### src/rtl/cpu_bus_mmio_if.sv
// CPU RAM-bus and TX-stream signals shared by the MMIO responder and its
// environment (CPU, blram and the TX consumer).
interface cpu_bus_mmio_if;
  logic        wrEn;
  logic [12:0] addr_toRAM;
  logic [15:0] data_toRAM;
  logic [15:0] data_fromRAM;
  logic        ram_wrEn;
  logic [15:0] ram_data_out;
  logic [15:0] tx_data;
  logic        tx_valid;
  logic        tx_ready;

  // Environment side: CPU drives the bus, blram returns read data,
  // the consumer drives tx_ready.
  modport master (
    output wrEn, addr_toRAM, data_toRAM, ram_data_out, tx_ready,
    input  data_fromRAM, ram_wrEn, tx_data, tx_valid
  );

  // Responder side, as seen by cpu_bus_mmio.
  modport slave (
    input  wrEn, addr_toRAM, data_toRAM, ram_data_out, tx_ready,
    output data_fromRAM, ram_wrEn, tx_data, tx_valid
  );
endinterface

### src/rtl/cpu_bus_mmio.sv
// Memory-mapped I/O responder on the CPU RAM bus. A 16-word window at BASE
// serves a TX FIFO, status, a free-running cycle counter and a scratch
// register; every other address passes straight through to blram. Both paths
// return read data one cycle after the address.
module cpu_bus_mmio #(
  parameter logic [12:0] BASE  = 13'h1FF0,
  parameter int          DEPTH = 16
) (
  input  logic          clk,
  input  logic          rst,
  cpu_bus_mmio_if.slave bus
);
  localparam int PW = $clog2(DEPTH);
  localparam int CW = PW + 1;

  typedef enum logic [3:0] {
    OFF_TXDATA   = 4'd0,
    OFF_STATUS   = 4'd1,
    OFF_CYCLE_LO = 4'd2,
    OFF_CYCLE_HI = 4'd3,
    OFF_SCRATCH  = 4'd4
  } offset_e;

  logic          hit, rd;
  logic [3:0]    offset;
  logic          push, pop, push_ok, ovf_set, ovf_clr;
  logic          empty, full;
  logic [15:0]   mem [DEPTH];
  logic [PW-1:0] wr_ptr, rd_ptr;
  logic [CW-1:0] count;
  logic [6:0]    count7;
  logic          overflow;
  logic [31:0]   cycle;
  logic [15:0]   shadow_hi, scratch;
  logic [15:0]   rdata_next, mmio_rdata_q;
  logic          sel_q;

  assign hit    = (bus.addr_toRAM[12:4] == BASE[12:4]);
  assign offset = bus.addr_toRAM[3:0];
  assign rd     = hit & ~bus.wrEn;

  assign bus.ram_wrEn = bus.wrEn & ~hit;

  assign empty  = (count == '0);
  assign full   = (count == CW'(DEPTH));
  assign count7 = 7'(count);

  assign push    = bus.wrEn & hit & (offset == OFF_TXDATA);
  assign pop     = ~empty & bus.tx_ready;
  // A full FIFO still takes a word when the head leaves in the same cycle.
  assign push_ok = push & (~full | pop);
  assign ovf_set = push & ~push_ok;
  assign ovf_clr = bus.wrEn & hit & (offset == OFF_STATUS) & bus.data_toRAM[2];

  // First-word fall-through head; forced to zero while empty so the output
  // never exposes stale or uninitialised storage.
  assign bus.tx_valid = ~empty;
  assign bus.tx_data  = empty ? 16'h0000 : mem[rd_ptr];

  // Read mux for the window, sampled from pre-edge state.
  always_comb begin
    // NOTE: default first so every path assigns rdata_next and no latch is inferred.
    rdata_next = 16'h0000;
    case (offset)
      OFF_STATUS:   rdata_next = {6'b0, count7, overflow, full, empty};
      OFF_CYCLE_LO: rdata_next = cycle[15:0];
      OFF_CYCLE_HI: rdata_next = shadow_hi;
      OFF_SCRATCH:  rdata_next = scratch;
      default:      rdata_next = 16'h0000;
    endcase
  end

  // FIFO storage write port.
  always_ff @(posedge clk) begin
    // NOTE: storage is deliberately not reset; count/pointers define validity.
    if (push_ok) mem[wr_ptr] <= bus.data_toRAM;
  end

  // FIFO pointers, occupancy and sticky overflow.
  always_ff @(posedge clk) begin
    if (rst) begin
      // NOTE: non-blocking assignments keep every register sampling pre-edge values.
      wr_ptr   <= '0;
      rd_ptr   <= '0;
      count    <= '0;
      overflow <= 1'b0;
    end else begin
      if (push_ok) wr_ptr <= wr_ptr + 1'b1;
      if (pop)     rd_ptr <= rd_ptr + 1'b1;
      case ({push_ok, pop})
        2'b10:   count <= count + 1'b1;
        2'b01:   count <= count - 1'b1;
        default: count <= count;
      endcase
      // Set beats clear if both ever coincide.
      if (ovf_set)      overflow <= 1'b1;
      else if (ovf_clr) overflow <= 1'b0;
    end
  end

  // Cycle counter, CYCLE_HI shadow, scratch register and read-data pipeline.
  always_ff @(posedge clk) begin
    if (rst) begin
      cycle        <= 32'h0;
      shadow_hi    <= 16'h0;
      scratch      <= 16'h0;
      sel_q        <= 1'b0;
      mmio_rdata_q <= 16'h0;
    end else begin
      cycle <= cycle + 32'd1;
      // Capturing the upper half with the lower read keeps LO/HI pairs coherent.
      if (rd && offset == OFF_CYCLE_LO) shadow_hi <= cycle[31:16];
      if (bus.wrEn && hit && offset == OFF_SCRATCH) scratch <= bus.data_toRAM;
      sel_q        <= hit;
      mmio_rdata_q <= rd ? rdata_next : 16'h0000;
    end
  end

  assign bus.data_fromRAM = sel_q ? mmio_rdata_q : bus.ram_data_out;

endmodule

### src/flat_wrapper.sv
// flat-port wrapper written by rule: the top's interface ports become plain ports
module cpu_bus_mmio_flat 
#(
  parameter logic [12:0] BASE  = 13'h1FF0,
  parameter int          DEPTH = 16
)
  (clk, rst, bus_wrEn, bus_addr_toRAM, bus_data_toRAM, bus_ram_data_out, bus_tx_ready, bus_data_fromRAM, bus_ram_wrEn, bus_tx_data, bus_tx_valid);
  cpu_bus_mmio_if bus_i ();
  input  logic clk;
  input  logic rst;
  input wire logic [$bits(bus_i.wrEn)-1:0] bus_wrEn;
  input wire logic [$bits(bus_i.addr_toRAM)-1:0] bus_addr_toRAM;
  input wire logic [$bits(bus_i.data_toRAM)-1:0] bus_data_toRAM;
  input wire logic [$bits(bus_i.ram_data_out)-1:0] bus_ram_data_out;
  input wire logic [$bits(bus_i.tx_ready)-1:0] bus_tx_ready;
  output wire logic [$bits(bus_i.data_fromRAM)-1:0] bus_data_fromRAM;
  output wire logic [$bits(bus_i.ram_wrEn)-1:0] bus_ram_wrEn;
  output wire logic [$bits(bus_i.tx_data)-1:0] bus_tx_data;
  output wire logic [$bits(bus_i.tx_valid)-1:0] bus_tx_valid;
  assign bus_i.wrEn = bus_wrEn;
  assign bus_i.addr_toRAM = bus_addr_toRAM;
  assign bus_i.data_toRAM = bus_data_toRAM;
  assign bus_i.ram_data_out = bus_ram_data_out;
  assign bus_i.tx_ready = bus_tx_ready;
  assign bus_data_fromRAM = bus_i.data_fromRAM;
  assign bus_ram_wrEn = bus_i.ram_wrEn;
  assign bus_tx_data = bus_i.tx_data;
  assign bus_tx_valid = bus_i.tx_valid;
  cpu_bus_mmio #(.BASE(BASE), .DEPTH(DEPTH)) u_core (.clk(clk), .rst(rst), .bus(bus_i));
endmodule
### config.mk
export PLATFORM = sky130hd
export DESIGN_NAME = cpu_bus_mmio_flat
export DESIGN_NICKNAME = d
export VERILOG_FILES = /design/src/rtl/cpu_bus_mmio_if.sv /design/src/rtl/cpu_bus_mmio.sv /design/src/flat_wrapper.sv
export SDC_FILE = /design/constraint.sdc
export NUM_CORES = 1
export LEC_CHECK = 0
export BUFFER_PORTS_ARGS = -buffer_cell sky130_fd_sc_hd__buf_2
export CAP_MARGIN = 30
export CORE_UTILIZATION = 61
export CTS_BUF_LIST = sky130_fd_sc_hd__clkbuf_4
export CTS_CLUSTER_SIZE = 30
export DETAILED_ROUTE_END_ITERATION = 8
export GPL_TIMING_DRIVEN = 0
export MAX_ROUTING_LAYER = met4
export PLACE_DENSITY_LB_ADDON = 0.12
export SYNTH_ARGS = -nofsm -noshare
export SYNTH_HDL_FRONTEND = slang
export SYNTH_SLANG_ARGS = --single-unit
### constraint.sdc
create_clock -name clk -period 4 [get_ports clk]
set_input_delay 0.2 -clock clk [delete_from_list [all_inputs] [get_ports clk]]
set_output_delay 0.2 -clock clk [all_outputs]
set_load 0.01 [all_outputs]
---- Word-level counts from Yosys, hierarchy flattened ----
Memory sizes are Yosys's and may differ from the RTL's. A register that Yosys moved wholly into a read port is not among the register bits.
Index checks and enable logic that the tools add are counted.
storage, ports and cells
  memories kept ........................... 1
  output and inout port bits .............. 34
  memory bits (read-only) ................. 0
  bits in registers ....................... 95
  bits in latches ......................... 0
  input port bits ......................... 49
  word-level logic and storage cells ...... 57
  memory bits (writable) .................. 256
memory list
  name        depth  width  rd ports  clocked after Yosys merged registers in  wr ports  RTL line            RTL
  u_core.mem  16     16     1         1                                        1         cpu_bus_mmio.sv:28  logic [15:0] mem [DEPTH];
cells by class
  shifts and indexed selects .............. 0
  reduce and logical (&&, ||, !) cells .... 8
  multiply operators ...................... 0
  mux-type cells .......................... 10
  order comparisons ....................... 0
  div/mod/pow operators ................... 0
  add/subtract/negate cells ............... 5
  equality and inequality tests ........... 8
  bitwise operators ....................... 16
operators with widths
  cell                   count
  $pmux 16 s4            1
  $add 32x1->32 const B  1
  $mux 16                2
  $pmux 5 s2             1
  $and 1x1->1            9
  $eq 9x9->1 const B     1
  $add 4x1->4 const B    2
  $eq 4x2->1 const B     2
  $mux 4                 2
  $not 1->1              6
  $add 5x1->5 const B    1
  $eq 5x5->1 const B     1
  $logic_not 5->1        1
  $sub 5x1->5 const B    1
  $eq 4x1->1 const B     1
  $eq 4x3->1 const B     1
  $logic_not 4->1        1
  $mux 1                 4
  $reduce_bool 2->1      2
  $logic_and 1x1->1      3
  $eq 2x1->1 const B     1
  $eq 2x2->1 const B     1
  $reduce_or 2->1        1
  $or 1x1->1             1

---- Logic depth before layout (Yosys ltp) ----
  word-level depth ........................ 8
  gate-level depth with buffers ........... 11
  depth with buffers taken out ............ 10

---- Least setup slack after synthesis ----
No wires, ideal clock.
  kind .................................... input to register
  start point ............................. input bus_addr_toRAM[3]
  end point ............................... memory u_core.mem[0][0] (enable)
  path buffers ............................ 2
  required time ........................... 3,591 ps
  cell stages on the path ................. 7
  data arrival time ....................... 2,687 ps
  path slack .............................. 904 ps
  setup time .............................. 409 ps
  cell sequence ........................... buf_6 > or4_4 > nor4_4 > and2_0 > buf_2 > nand2_1 > nor3_1
on the way
  cells in the longest elaborated chain, start to end .. 5
ends and longest elaborated chain
  element                       RTL line            RTL
  from (decl)                   flat_wrapper.sv:12  input wire logic [$bits(bus_i.addr_toRAM)-1:0] bus_addr_toRAM;
  $logic_not 4->1               cpu_bus_mmio.sv:48  assign push = bus.wrEn & hit & (offset == OFF_TXDATA);
  $and 1x1->1                   cpu_bus_mmio.sv:48
  $and 1x1->1                   cpu_bus_mmio.sv:51  assign push_ok = push & (~full | pop);
  $mux 1                        cpu_bus_mmio.sv:76  if (push_ok) mem[wr_ptr] <= bus.data_toRAM;
  $mux 1 (not written as such)  cpu_bus_mmio.sv:76
  to (decl)                     cpu_bus_mmio.sv:28
No other way between the ends.

==> out/results.tsv <==
metric	value	unit
Synth Instances	891	
Avg Vias per Cell	6.00	
Rel. slew slack	31.0	%
wire per inst	22.4	um
max_cap viols	0	
CTS tree	built	
Seq/Total Area, Yosys	68.1	%
Placed Cells	1274	
final non-filler cell total	1452	
number of synthesized flops with an enable pin	256	
total CTS buffers	87	
Peak Freq	0.272	GHz
Clock transition at path regs	0.06	ns
fraction of layout cells with a size suffix above 1	31.2	%
initial antenna violation count	2	
WP data arrival	3.47	ns
Cell Area, Placed	15300	um2
synth-to-layout area growth	17.1	%
CTS Buffer Depth	3	
Core Area	22700	um2
vias in the first global route	8604	
WHS	0.124	ns
clock insertion delay at the later pin of the skew report	0.68	ns
Die W	155	um
Row Count	55	
HPWL Detailed	22000	um
Req. time, crit path	3.80	ns
total die area	23900	um2
Setup crit start kind	flip-flop	
Tightest Hold Check Type	in -> reg	
Crit Path Class	reg -> out	
Primary FF master, synth	edfxtp_1	
nets@finish	1158	
minimum clock period	3.67	ns
count leader, synth	edfxtp_1	
fin util	73.3	%
Vias	8705	
PortBufs	80	
final period utilization	91.8	%
depth of the CTS H-tree	3	
RSZ-0062 raised after global routing	no	
initial core utilization	62.6	%
CP endpoint kind	output pin	
Tot Pwr	8.44	mW
Syn Std Cell Area	14200	um2
Fin. Hold Viols	0	
post-synth top area share	54.1	%
max-slew violation count	0	
synth top area cells	edfxtp_1, dfxtp_1, mux4_2	
outcome	complete, no violations	
largest net degree at the start of global routing	19	
CP Max Fanout	10	
setup TNS	0	ns
Final ANT Viol Nets	0	
DRT Pass-1 Iters	5	
setup violators final	0	
Final Cell Area	16600	um2
first-pass GRT wire length	49500	um
io pins	83	
global placer's final weighted congestion	0.878	
worst vdd ir	0.378	mV
GRT Util Overall	29.2	%
Worst Setup Slack, final	0.329	ns
# resized after CTS	0	
Post-Syn Nets	948	
synth cell count leaders	edfxtp_1, dfxtp_1, mux4_2	
Die H	155	um
DRC errors left	0	
Post-Route WL	32500	um
pre-CTS setup slack	0.704	ns
mean post-synth cell area	15.9	um2
FF+latch count, synth	355	
global route total overflow	0	
asr flop ratio synth	0	%
pwr dens	507	nW/um2
P_leak	5.64	nW
Clock Sinks	355	
Synth Warn #	0	
Clock Tree Root	clkbuf_4	
Starting DRT DRC Count	720	
post-synth top area cell	edfxtp_1	
post-synth cell types	50	
worst clock skew	0.0237	ns
Worst-Margin Slew	1.03	ns
## registers in the layout, indices dropped and copies added (netlist names), named ones only
name and cells:
u_core.count 5, u_core.cycle 32, u_core.mem 256, u_core.mmio_rdata_q 16, u_core.overflow 1, u_core.rd_ptr 4, u_core.scratch 16, u_core.sel_q 1
u_core.shadow_hi 16, u_core.wr_ptr 4
## cells in the final DEF (no fill, tap or decap), types with 9 or more instances in the layout
cell type and instances:
a21oi_1 37, a222oi_1 14, and2_1 17, buf_2 91, clkbuf_1 34, clkbuf_4 126
clkinv_1 21, dfxtp_1 99, dlygate4sd3_1 23, edfxtp_1 256, mux2_2 18, mux2i_1 17
mux4_2 80, nand2_1 59, nand3_1 20, nand4_1 9, nor2_1 61, nor2_2 12
nor4_1 12, o21ai_0 11, or3_1 9, xnor2_1 19
## final timing paths
| check | from | endpoint | slack [ns] | cells after the start |
|---|---|---|---|---|
| hold / removal | bus_addr_toRAM[4] | u_core.wr_ptr[1] | 0.12 | 6 |
| setup / recovery | flip-flop | bus_tx_data[14] | 0.33 | 6 |
| setup reg to reg | u_core.count[2] | u_core.count[4] | 0.84 | 10 |
| hold reg to reg | u_core.shadow_hi[4] | u_core.shadow_hi[4] | 0.45 | 2 |
## per-layer routing
metal | GRT usage (%) | up-vias | wire [um]
met5 | - | - | 0
met4 | 11.1 | 0 | 829
met3 | 5.13 | 70 | 2140
met2 | 48.0 | 361 | 16400
met1 | 36.7 | 4316 | 13100
li1 | - | 3958 | -
## cell families (layout without fill, tap and decap cells)
family,after synthesis,after routing,synth area share (%)
flops,355,355,68.1
simple gates,247,247,8.83
mux,116,116,15.4
compound gates,77,77,3.55
buf+inv,61,335,1.76
xor+xnor,27,27,1.66
fa+ha+maj,8,8,0.705
other cells,0,2,0
## worst max-delay path, stage by stage, from the launching register on
cell and delay (ns):
dfxtp_1 0.32, clkbuf_1 0.43, clkbuf_1 0.80, mux4_2 0.46
mux4_2 0.50, and2_1 0.17, buf_2 0.13
## repair_timing
item / in CTS / in global routing
endpoints found under the hold margin: 281 / 0
setup buffers: 0 / 0
hold buffers: 23 / 0
## layout make-up
type | instances | area, um2
inverters | 8 | 30.0
well taps | 285 | 357
multi-input cells | 475 | 4340
flip-flops and latches | 355 | 9670
plain buffers | 53 | 220
repair buffers | 121 | 941
clock inverters | 27 | 131
clock buffers | 126 | 946
diodes | 2 | 5.00
fillers | 1496 | 6070
## power breakdown
part	switching [mW]	leakage, nW	internal [mW]
Sequential	0.0336	3.10	3.97
Combinational	0.823	1.89	0.719
Clock	1.38	0.647	1.51
Total	2.23	5.64	6.20
Power figures use the tool's default switching activity.
